### src/rtl/ps2_kbd_rx.sv
// PS/2 keyboard receiver: synchronised frame capture, E0/F0 prefix decode, decoded-key FIFO.
// Optional inactivity abort of partial frames when PS2_KBD_RX_TIMEOUT_EN is defined.
module ps2_kbd_rx #(
  parameter int FIFO_DEPTH     = 8,
  parameter int SYNC_STAGES    = 3,
  parameter int TIMEOUT_CYCLES = 50000
) (
  input  logic                        clk,
  input  logic                        reset,
  input  logic                        ps2_clk,
  input  logic                        ps2_data,
  input  logic                        ready,
  input  logic                        ovf_clr,
  output logic                        valid,
  output logic [7:0]                  key_data,
  output logic                        key_break,
  output logic                        key_ext,
  output logic [$clog2(FIFO_DEPTH):0] count,
  output logic                        overflow,
  output logic                        frame_err
);
  localparam int AW = $clog2(FIFO_DEPTH);
  localparam int CW = AW + 1;

  typedef enum logic [1:0] {S_IDLE, S_EXT, S_BRK, S_EXT_BRK} state_t;

  // Synchronisers idle high so reset release never looks like a falling edge.
  logic [SYNC_STAGES-1:0] r_clk_sync, r_dat_sync;
  logic                   r_clk_prev;
  logic                   w_sample, w_data;

  always_ff @(posedge clk or negedge reset) begin
    if (!reset) begin
      r_clk_sync <= '1;
      r_dat_sync <= '1;
      r_clk_prev <= 1'b1;
    end else begin
      r_clk_sync <= {r_clk_sync[SYNC_STAGES-2:0], ps2_clk};
      r_dat_sync <= {r_dat_sync[SYNC_STAGES-2:0], ps2_data};
      r_clk_prev <= r_clk_sync[SYNC_STAGES-1];
    end
  end

  assign w_sample = r_clk_prev & ~r_clk_sync[SYNC_STAGES-1];
  assign w_data   = r_dat_sync[SYNC_STAGES-1];

  logic [3:0]  r_bitcnt;
  logic [10:0] r_frame;
  logic [10:0] w_frame;
  logic [7:0]  w_code;
  logic        w_last, w_accept, w_reject, w_timeout;

  assign w_last   = w_sample && (r_bitcnt == 4'd10);
  assign w_frame  = {w_data, r_frame[9:0]};
  assign w_code   = w_frame[8:1];
  assign w_accept = w_last && !w_frame[0] && w_frame[10] && (^w_frame[9:1]);
  assign w_reject = w_last && !w_accept;

`ifdef PS2_KBD_RX_TIMEOUT_EN
  localparam int TW = $clog2(TIMEOUT_CYCLES + 1);
  logic [TW-1:0] r_tmo;

  assign w_timeout = !w_sample && (r_bitcnt != 4'd0) && (r_tmo == TW'(TIMEOUT_CYCLES - 1));

  always_ff @(posedge clk or negedge reset) begin
    if (!reset)                                        r_tmo <= '0;
    else if (w_sample || r_bitcnt == 4'd0 || w_timeout) r_tmo <= '0;
    else                                               r_tmo <= r_tmo + 1'b1;
  end
`else
  assign w_timeout = 1'b0;
`endif

  always_ff @(posedge clk or negedge reset) begin
    if (!reset) begin
      r_bitcnt  <= '0;
      r_frame   <= '0;
      frame_err <= 1'b0;
    end else begin
      frame_err <= w_reject | w_timeout;
      if (w_sample) begin
        r_frame[r_bitcnt] <= w_data;
        r_bitcnt          <= w_last ? 4'd0 : r_bitcnt + 4'd1;
      end else if (w_timeout) begin
        r_bitcnt <= '0;
      end
    end
  end

  state_t r_state, w_state_nxt;
  logic   w_push_req, w_ext, w_brk;

  always_ff @(posedge clk or negedge reset) begin
    if (!reset) r_state <= S_IDLE;
    else        r_state <= w_state_nxt;
  end

  always_comb begin
    w_state_nxt = r_state;
    w_push_req  = 1'b0;
    if (w_accept) begin
      case (w_code)
        8'hE0: if (r_state == S_IDLE) w_state_nxt = S_EXT;
        8'hF0: begin
          if (r_state == S_IDLE)     w_state_nxt = S_BRK;
          else if (r_state == S_EXT) w_state_nxt = S_EXT_BRK;
        end
        default: begin
          w_push_req  = 1'b1;
          w_state_nxt = S_IDLE;
        end
      endcase
    end
  end

  assign w_ext = (r_state == S_EXT) || (r_state == S_EXT_BRK);
  assign w_brk = (r_state == S_BRK) || (r_state == S_EXT_BRK);

  logic [9:0]    r_mem [FIFO_DEPTH];
  logic [AW-1:0] r_wr_ptr, r_rd_ptr;
  logic [CW-1:0] r_count;
  logic          r_ovf;
  logic          w_full, w_pop, w_push;
  logic [9:0]    w_head;

  assign w_full = (r_count == CW'(FIFO_DEPTH));
  assign w_pop  = valid && ready;
  // A pop on the same edge frees a slot, so a full FIFO can still accept.
  assign w_push = w_push_req && (!w_full || w_pop);

  always_ff @(posedge clk) begin
    if (w_push) r_mem[r_wr_ptr] <= {w_ext, w_brk, w_code};
  end

  always_ff @(posedge clk or negedge reset) begin
    if (!reset) begin
      r_wr_ptr <= '0;
      r_rd_ptr <= '0;
      r_count  <= '0;
      r_ovf    <= 1'b0;
    end else begin
      if (w_push) r_wr_ptr <= r_wr_ptr + 1'b1;
      if (w_pop)  r_rd_ptr <= r_rd_ptr + 1'b1;
      case ({w_push, w_pop})
        2'b10:   r_count <= r_count + 1'b1;
        2'b01:   r_count <= r_count - 1'b1;
        default: r_count <= r_count;
      endcase
      if (w_push_req && w_full && !w_pop) r_ovf <= 1'b1;
      else if (ovf_clr)                   r_ovf <= 1'b0;
    end
  end

  assign valid     = (r_count != '0);
  assign w_head    = valid ? r_mem[r_rd_ptr] : 10'd0;
  assign key_ext   = w_head[9];
  assign key_break = w_head[8];
  assign key_data  = w_head[7:0];
  assign count     = r_count;
  assign overflow  = r_ovf;
endmodule
### config.mk
export PLATFORM = sky130hd
export DESIGN_NAME = ps2_kbd_rx
export DESIGN_NICKNAME = d
export VERILOG_FILES = /design/src/rtl/ps2_kbd_rx.sv
export SDC_FILE = /design/constraint.sdc
export NUM_CORES = 1
export LEC_CHECK = 0
export ABC_AREA = 0
export CORE_MARGIN = 3
export CORE_UTILIZATION = 60
export DETAILED_ROUTE_END_ITERATION = 7
export PLACE_DENSITY = 0.79
export REMOVE_ABC_BUFFERS = 1
export SLEW_MARGIN = 20
export SYNTH_ARGS = -nofsm -noshare
export SYNTH_HDL_FRONTEND = slang
export SYNTH_SLANG_ARGS = --single-unit
export TNS_END_PERCENT = 10
### constraint.sdc
create_clock -name clk -period 3.74 [get_ports clk]
set_clock_uncertainty 0.1 [all_clocks]
set_input_delay 0.561 -clock clk [delete_from_list [all_inputs] [get_ports clk]]
set_output_delay 0.561 -clock clk [all_outputs]
set_load 0.03 [all_outputs]
* Word level (Yosys, flattened, before mapping)
Memories as Yosys holds them, arrays and structs flattened.
Cells that the tools add are included.
** Storage, ports and cells
- Register bits :: 36
- Bits in writable memories :: 80
- Output and inout bits :: 17
- Logic and storage cells :: 72
- Memories kept :: 1
** Memory list
- r_mem :: depth 8, bits a word 10, read ports 1, clocked after memory_dff 0, write ports 1, RTL line 119 : logic [9:0] r_mem [FIFO_DEPTH];
** Operators by class
- Add/sub/neg operators :: 5
- Order comparisons :: 2
- Equality and inequality tests :: 11
- Mux-type cells :: 16
- Bitwise logic cells :: 2
- Reduce and logical (&&, ||, !) cells :: 24
** Operator list (number)
- 8-bit == test (second input constant) :: 2
- 11-bit bitwise mux :: 1
- 1-bit logical AND :: 10
- 10-bit two-way mux :: 1
- 9-bit XOR reduction :: 1
- 4-bit by 1-bit adder with 4-bit output (second input constant) :: 2
- 4-bit == test (second input constant) :: 2
- 4-bit case mux with 2 select lines :: 1
- 1-bit two-way mux :: 7
- 3-bit by 1-bit adder with 3-bit output (second input constant) :: 2
- 2-bit == test (second input constant) :: 3
- 2-bit two-way mux :: 3
- 4-bit by 5-bit < comparator with 1-bit output (second input constant) :: 1
- 1-bit demux with 4-bit select :: 1
- 2-bit by 1-bit == test with 1-bit output (second input constant) :: 2
- 4-bit by 1-bit greater-or-equal comparator with 1-bit output (second input constant) :: 1
- 1-bit zero test :: 4
- 4-bit two-way mux :: 1
- 2-bit case mux with 2 select lines :: 1
- 2-bit nonzero test :: 2
- 4-bit nonzero test :: 1
- 4-bit by 1-bit subtractor with 4-bit output (second input constant) :: 1
- 1-bit logical OR :: 3
- 3-bit != test (second input constant) :: 1
- other kinds (6) :: 6

* Depth between registers and ports, before layout
Gate-level depths: netlist of run 1.
- Word-level depth :: 10
- Mapped depth :: 12
- Gate-level depth less buffers :: 12

* Worst setup path after synthesis of run 1
No wires, ideal clock.
- Path kind :: reg2reg
- Start :: register r_frame[5]
- End :: memory r_mem[1][0] (enable)
- Setup time :: 0.390 ns
- Arrival :: 2.404 ns
- Data required time :: 3.250 ns
- Setup slack :: 0.847 ns
- Cell stages (with the launch flop) :: 7
- Buffers on the path :: 0
- Clock period less this slack :: 2.893 ns
- Cell sequence :: dfrtp_1 > inv_1 > ha_1 > xnor3_2 > xnor2_4 > nand4_1 > nor3_1
** On the way
- Cells in the longest elaborated chain, start to end :: 7
- Elaborated cells between the ends (all ways) :: 10
** RTL lines
- start: declaration :: RTL line 48 : logic [10:0] r_frame;
- start signal: indexed assignment :: RTL line 82 : r_frame[r_bitcnt] <= w_data;
- 8-bit == test :: RTL line 102 : case (w_code)
- 2-bit OR reduction (no line)
- 1-bit two-way mux :: RTL line 102
- 1-bit two-way mux * :: RTL line 101 : if (w_accept) begin
- 1-bit logical AND * :: RTL line 129 : assign w_push = w_push_req && (!w_full || w_pop);
- 1-bit two-way mux * :: RTL line 132 : if (w_push) r_mem[r_wr_ptr] <= {w_ext, w_brk, w_code};
- 1-bit two-way mux (not written as such) * :: RTL line 132
- end: declaration :: RTL line 119
Mark *: on every way between the ends. The rest lies on a longest branch, timed or not.

* Final worst setup path of run 1
- Start :: register r_rd_ptr[1]
- End :: output port key_data[3]
** On the way
- Cells in the longest elaborated chain, start to end :: 2
** RTL lines
- start: declaration :: RTL line 120 : logic [AW-1:0] r_wr_ptr, r_rd_ptr;
- start signal: assignment :: RTL line 143 : if (w_pop) r_rd_ptr <= r_rd_ptr + 1'b1;
- memory 8 x 10 bit
- 10-bit two-way mux :: RTL line 155 : assign w_head = valid ? r_mem[r_rd_ptr] : 10'd0;
- end: declaration :: RTL line 15 : output logic [7:0] key_data,
Every way passes these cells.

==> results of run 1 <==
## path summary, 6_finish.rpt
path / cells after the start / end / slack, ps
worst max-delay path: 4 / key_data[3] / 350
min in group clk: 0 / r_dat_sync[2] / 260
worst min register to register: 0 / r_dat_sync[2] / 260
worst max register to register: 12 / count[2] / 580
max in group asynchronous: 1 / r_frame[5] / 3010
worst min-delay path: 1 / r_bitcnt[3] / 30
## cells in the final DEF (no fill, tap or decap), types with 3 or more instances in the layout
cell              n
edfxtp_1         80
dfrtp_1          28
clkdlybuf4s50_1  21
mux4_2           20
nor2_1           19
nand2_1          18
clkbuf_16        16
ha_1             14
mux2i_1          11
mux2_2           11
buf_4            10
inv_1             9
dfstp_2           7
xor2_1            6
a21oi_1           6
xnor2_1           5
nor3_1            5
bufinv_16         5
o21ai_0           4
nand2b_1          3
clkinvlp_4        3
## cell usage after synthesis, types with 3 or more instances
library cell and n:
edfxtp_1 80, dfrtp_1 28, mux4_2 20, nor2_1 19
nand2_1 18, ha_1 14, mux2_2 11, mux2i_1 11
inv_1 9, clkbuf_1 7, dfstp_2 7, a21oi_1 6
xor2_1 6, nor3_1 5, xnor2_1 5, o21ai_0 4
buf_2 3, nand2b_1 3
## power groups by stage
stage	clock network (mW)	registers, mW	logic (mW)
floorplan	0	1.89	1.10
global placement	0	1.87	1.55
detailed placement	0	1.89	1.58
CTS	1.71	1.87	1.61
global route	1.78	1.91	1.73
finish	1.69	1.86	1.60
## through the flow
step | hold slack (ps) | utilization, % | power (mW) | cells
after floorplan | 165 | - | 2.99 | 277
after global placement | 247 | 67.0 | 3.42 | 411
after detailed placement | 248 | 67.0 | 3.47 | 411
after CTS | 37.5 | 75.1 | 5.19 | 443
after global routing | 74.2 | 75.1 | 5.41 | 443
final | 33.8 | 75.1 | 5.15 | 443
## layer usage
metal	vias to the layer above	wire length (um)
li1	1174	-
met1	1308	3840
met2	67	4790
met3	2	411
met4	0	43
met5	-	0
## sequential cells by signal (all words and copies together) (netlist names)
| register | cells |
|---|---|
| r_bitcnt | 4 |
| r_clk_sync | 3 |
| r_state | 2 |
| r_mem | 80 |
| r_clk_prev | 1 |
| r_dat_sync | 3 |
| r_rd_ptr | 3 |
| r_wr_ptr | 3 |
| frame_err | 1 |
| overflow | 1 |
| r_frame | 10 |
| count | 4 |
## worst register-to-register path: stages, from the launching register on
cell and delay (ps):
dfrtp_1 510, inv_1 80, ha_1 260, o2111ai_1 340, a21boi_1 470, nand3_4 150, ha_1 270, xor2_1 160
ha_1 180, a21oi_1 160, xor2_1 160, nor2_1 60, xor2_1 140
## area by class of cell
type,count,area [um^2]
Sequential cell,115,3290
Fill cell,469,1950
Multi-Input combinational cell,153,1490
Clock buffer,19,422
Timing Repair Buffer,32,290
Clock inverter,13,208
Tap cell,102,128
Inverter,9,33.8
## cell families after synthesis
| group | count (synthesis) | share of synthesized area, % |
|---|---|---|
| multiplexers | 44 | 14.6 |
| AND/OR/NAND/NOR | 64 | 7.11 |
| buffers and inverters | 21 | 1.87 |
| adder cells (fa/ha/maj) | 14 | 3.60 |
| XOR/XNOR | 13 | 3.03 |
| AO/OA/AOI/OAI | 18 | 2.34 |
| flip-flops | 115 | 67.5 |
==> reports/metrics.yaml, run 1 <==
via_count: 2551
cap_violations: 0
port_buffers: 22
drive_gt1_share_pct: 25.2
synth_edf_count: 80
critPathLaunchType: "register"
grtUsageMet1_pct: 29.8
fmax_mhz: 295
hold_path_class: "primary input to asynchronous set/reset pin"
synth_largest_area_cell: "edfxtp_1"
ant_nets: 0
design_area_um2: 5860
power_frac_comb_pct: 31.0
p_seq_share_pct: 36.2
hold_viol: 0
clkSinkCount: 115
grt_util_met3_pct: 6.33
firstDrtPassIters: 4
setup-violations-final: 0
place_area_um2: 5230
syn_area_um2: 4870
syn2layout_area_growth_pct: 20.3
grt_util_met2_pct: 37.0
rsz0062_at_grt: "false"
p_sw_share_pct: 31.5
finalMaxSlewViolations: 0
grt_pass1_vias: 2661
htree_num_levels: 4
ys.flop_type: "edfxtp_1"
track_usage_pct: 22.8
synth_area_leaders: "edfxtp_1 49%, dfrtp_1 14%, mux4_2 9.2%, dfstp_2 3.8%, ha_1 3.6%"
die_h_um: 96.1
setup_tns_ps: 0
internal_power_mw: 3.53
worst-setup-path-type: "register to primary output"
top_usage_layer: "met2"
drc_errors: 0
die_area_um2: 9240
path_max_fanout: 22
worst_pin_slew_ps: 939
leakage_nw: 2.20
nNetsFinal: 348
cts.repair.resized: 0
cp.arrival_ps: 2730
worst_skew_pair.late_latency_ps: 500
initial_core_util_pct: 62.4
slowest_delay_ps: 950
relSlewSlack_pct: 37.4
rows: 32
ios: 23
cpMaxStageDelayCell: "dfrtp_1"
worst_r2r_startpoint: "r_frame[5]"
period_share_pct: 90.6
crit_family: "flip-flops"
synth_top_area_share_pct: 49.3
fin_ws_ps: 350
crit_path_end_kind: "primary output"
yosysSeqAreaShare_pct: 67.5
post-route-min-period_ps: 3390
cts_setup_buffers: 0
status: "finished, final reports clean"
synthArstFlopShare_pct: 30.4
dpl.hpwl_mm: 5.40
cts.path.max_buffers: 2
die_x_um: 96.1
cts_tree: "built"
ys_types: 44
antenna_found_initial: 0
critical_path_required_ps: 3080
grt_max_degree: 36
syn_avg_cell_area_um2: 16.9
cts_root_buf: "clkbuf_8"
crit_chain: "mux4_2 -> mux2i_1 -> nor2_1 -> clkdlybuf4s50_1"
vdd_drop_max_mv: 0.549
clkTransAtPathRegs_ps: 50
gp_congestion: 0.743
via_per_inst: 5.76
design.core.area_um2: 7810
p_sw_mw: 1.62
crit_path_start: "r_rd_ptr[1]"
synth_warnings: 0
synth.ff_latch_count: 115
path_buf_inv: 1
placement.setup.worst_slack_ps: 706
gr-total-overflow: 0
p_per_area_nw_per_um2: 878
p_clk_share_pct: 32.8
initialDrtViolationCount: 221
diodes: 0
synth_cells: 289
cts_made_buffers: 17
postCtsHoldBufs: 0
routed_wl_mm: 9.08
wl_per_cell_um: 20.5
grt_pass1_wl_mm: 14.6
Note: power is estimated with default switching activity, not from simulation.
==> inputs of run 2 (changes only) <==
--- a/config.mk
+++ b/config.mk
@@ -9,7 +9,7 @@
 export CORE_MARGIN = 3
 export CORE_UTILIZATION = 60
 export DETAILED_ROUTE_END_ITERATION = 7
-export PLACE_DENSITY = 0.79
+export PLACE_DENSITY = 0.81
 export REMOVE_ABC_BUFFERS = 1
 export SLEW_MARGIN = 20
 export SYNTH_ARGS = -nofsm -noshare
==> run 2 against run 1 <==
Setup slack lost 60 ps. Global-route usage grew 0.11 points. Register-to-register slack gained 60 ps. Worst hold slack gained 14 ps. Combinational power is essentially flat. Sequential share of layout area grew 0.48 points. Critical endpoint is now key_data[2]. Largest cell class unchanged. Highest routed layer unchanged.
==> reports/metrics.yaml, run 2 (synthesis gave the netlist of run 1 again) <==
status: "finished, final reports clean"
die_x_um: 96.1  # unchanged
routed_wl_mm: 9.23  # +1.7%
antenna_found_initial: 0  # unchanged
cts.repair.resized: 0  # unchanged
relSlewSlack_pct: 34.1  # -3.3 points
path_max_fanout: 22  # unchanged
register_area_um2: 3290  # unchanged
worst_skew_pair.late_latency_ps: 500  # about the same
via_count: 2590  # +1.5%
htree_num_levels: 4  # unchanged
crit_path_end_kind: "primary output"
worst_r2r_startpoint: "r_frame[5]"
cts_made_buffers: 17  # unchanged
grt_pass1_vias: 2719  # +2.2%
die_h_um: 96.1  # unchanged
rsz0062_at_grt: "false"
cap_violations: 0  # unchanged
max_flop_register: "r_mem"
period_share_pct: 92.2  # +1.6 points
ios: 23  # unchanged
gp_congestion: 0.811  # +9.2%
worst-setup-path-type: "register to primary output"
largest_register_ffs: 80  # unchanged
worst_pin_slew_ps: 989  # +50.2 ps
p_seq_share_pct: 37.5  # +1.3 points
clkSinkCount: 115  # unchanged
fin_ws_ps: 290  # -60.5 ps
hold_path_class: "primary input to asynchronous set/reset pin"
layout_commonest_cell: "edfxtp_1"
p_sw_share_pct: 32.9  # +1.4 points
postCtsHoldBufs: 0  # unchanged
rows: 32  # unchanged
design.core.area_um2: 7810  # unchanged
fmax_mhz: 290  # -1.8%
reg_top3: "r_mem (80), r_frame (10)"
multi_input_comb_area_um2: 1490  # unchanged
vdd_drop_max_mv: 0.530  # -3.4%
post-route-min-period_ps: 3450  # +60.5 ps
clkTransAtPathRegs_ps: 60  # about the same
cts_setup_buffers: 0  # unchanged
p_per_area_nw_per_um2: 854  # -2.8%
critical_path_required_ps: 3080  # about the same
finalMaxSlewViolations: 0  # unchanged
leakage_nw: 2.18  # -0.82%
p_sw_mw: 1.63  # +0.73%
cp.arrival_ps: 2790  # +60 ps
firstDrtPassIters: 4  # unchanged
p_clk_share_pct: 30.6  # -2.2 points
dp_cells: 412  # +0.24%
final_cells: 444  # +0.23%
cts_tree: "built"
fin_hold_ws_ps: 47.9  # +14.1 ps
track_usage_pct: 22.9  # +0.11 points
diodes: 0  # unchanged
final_cell_mix: "80 x edfxtp_1, 28 x dfrtp_1, 21 x clkdlybuf4s50_1"
dpl.hpwl_mm: 5.39  # -0.30%
drc_errors: 0  # unchanged
wl_per_cell_um: 20.8  # +1.5%
via_per_inst: 5.83  # +1.3%
port_buffers: 22  # unchanged
nNetsFinal: 349  # +0.29%
die_area_um2: 9240  # unchanged
critPathLaunchType: "register"
internal_power_mw: 3.33  # -5.6%
gr-total-overflow: 0  # unchanged
placement.setup.worst_slack_ps: 646  # -59.8 ps
cts_root_buf: "clkbuf_8"
grt_pass1_wl_mm: 14.5  # -0.94%
crit_path_start: "r_rd_ptr[1]"
syn2layout_area_growth_pct: 19.3
power_mw: 4.96  # -3.6%
hold_viol: 0  # unchanged
rrSetupSlack_ps: 640  # +60 ps
drive_gt1_share_pct: 26.0  # +0.80 points
ant_nets: 0  # unchanged
initialDrtViolationCount: 151  # -32%
power_frac_comb_pct: 31.9  # +0.9 points
fillCellCount: 462  # -1.5%
cts.path.max_buffers: 2  # unchanged
grt_max_degree: 36  # unchanged
setup_tns_ps: 0  # unchanged
setup-violations-final: 0  # unchanged
initial_core_util_pct: 62.4  # unchanged
[run 2: routing by layer]
metal | up-vias | routed length (um) | track usage (%)
met5 | - | 0 | 0
met4 | 0 | 102 | 10.7
met3 | 8 | 462 | 4.85
met2 | 74 | 4900 | 38.4
met1 | 1323 | 3770 | 28.6
li1 | 1185 | - | -
[run 2: worst paths after layout]
path / endpoint / cells past startpoint
max in group asynchronous: r_state[0] / 1
min: r_bitcnt[3] / 1
min in group clk: r_clk_sync[2] / 0
min reg2reg: r_clk_sync[2] / 0
max reg2reg: count[2] / 12
max: key_data[2] / 4
[run 2: worst max-delay path: stages, from the launching register on]
cell	delay, ps
dfrtp_1	990
mux4_2	430
mux2i_1	200
nor2_1	70
clkdlybuf4s50_1	590
[run 2: power groups by stage]
stage | Clock [mW] | Combinational [mW] | Sequential (mW)
after detailed placement | 0 | 1.59 | 1.89
final | 1.52 | 1.58 | 1.86
after global placement | 0 | 1.55 | 1.87
after CTS | 1.55 | 1.60 | 1.86
after floorplan | 0 | 1.10 | 1.89
after global routing | 1.60 | 1.70 | 1.90
[run 2: area by class of cell]
type,instances,share of cell area (%)
Timing Repair Buffer,33,5.12
Sequential cell,115,56.6
Clock buffer,17,7.13
Clock inverter,15,2.71
Tap cell,102,2.20
Multi-Input combinational cell,153,25.7
Inverter,9,0.581
[run 2: per-stage QoR]
stage	instance area, um^2	util, %
after floorplan	4810	-
after global placement	5240	67.1
after detailed placement	5240	67.1
after CTS	5810	74.4
after global routing	5810	74.4
final	5810	74.4
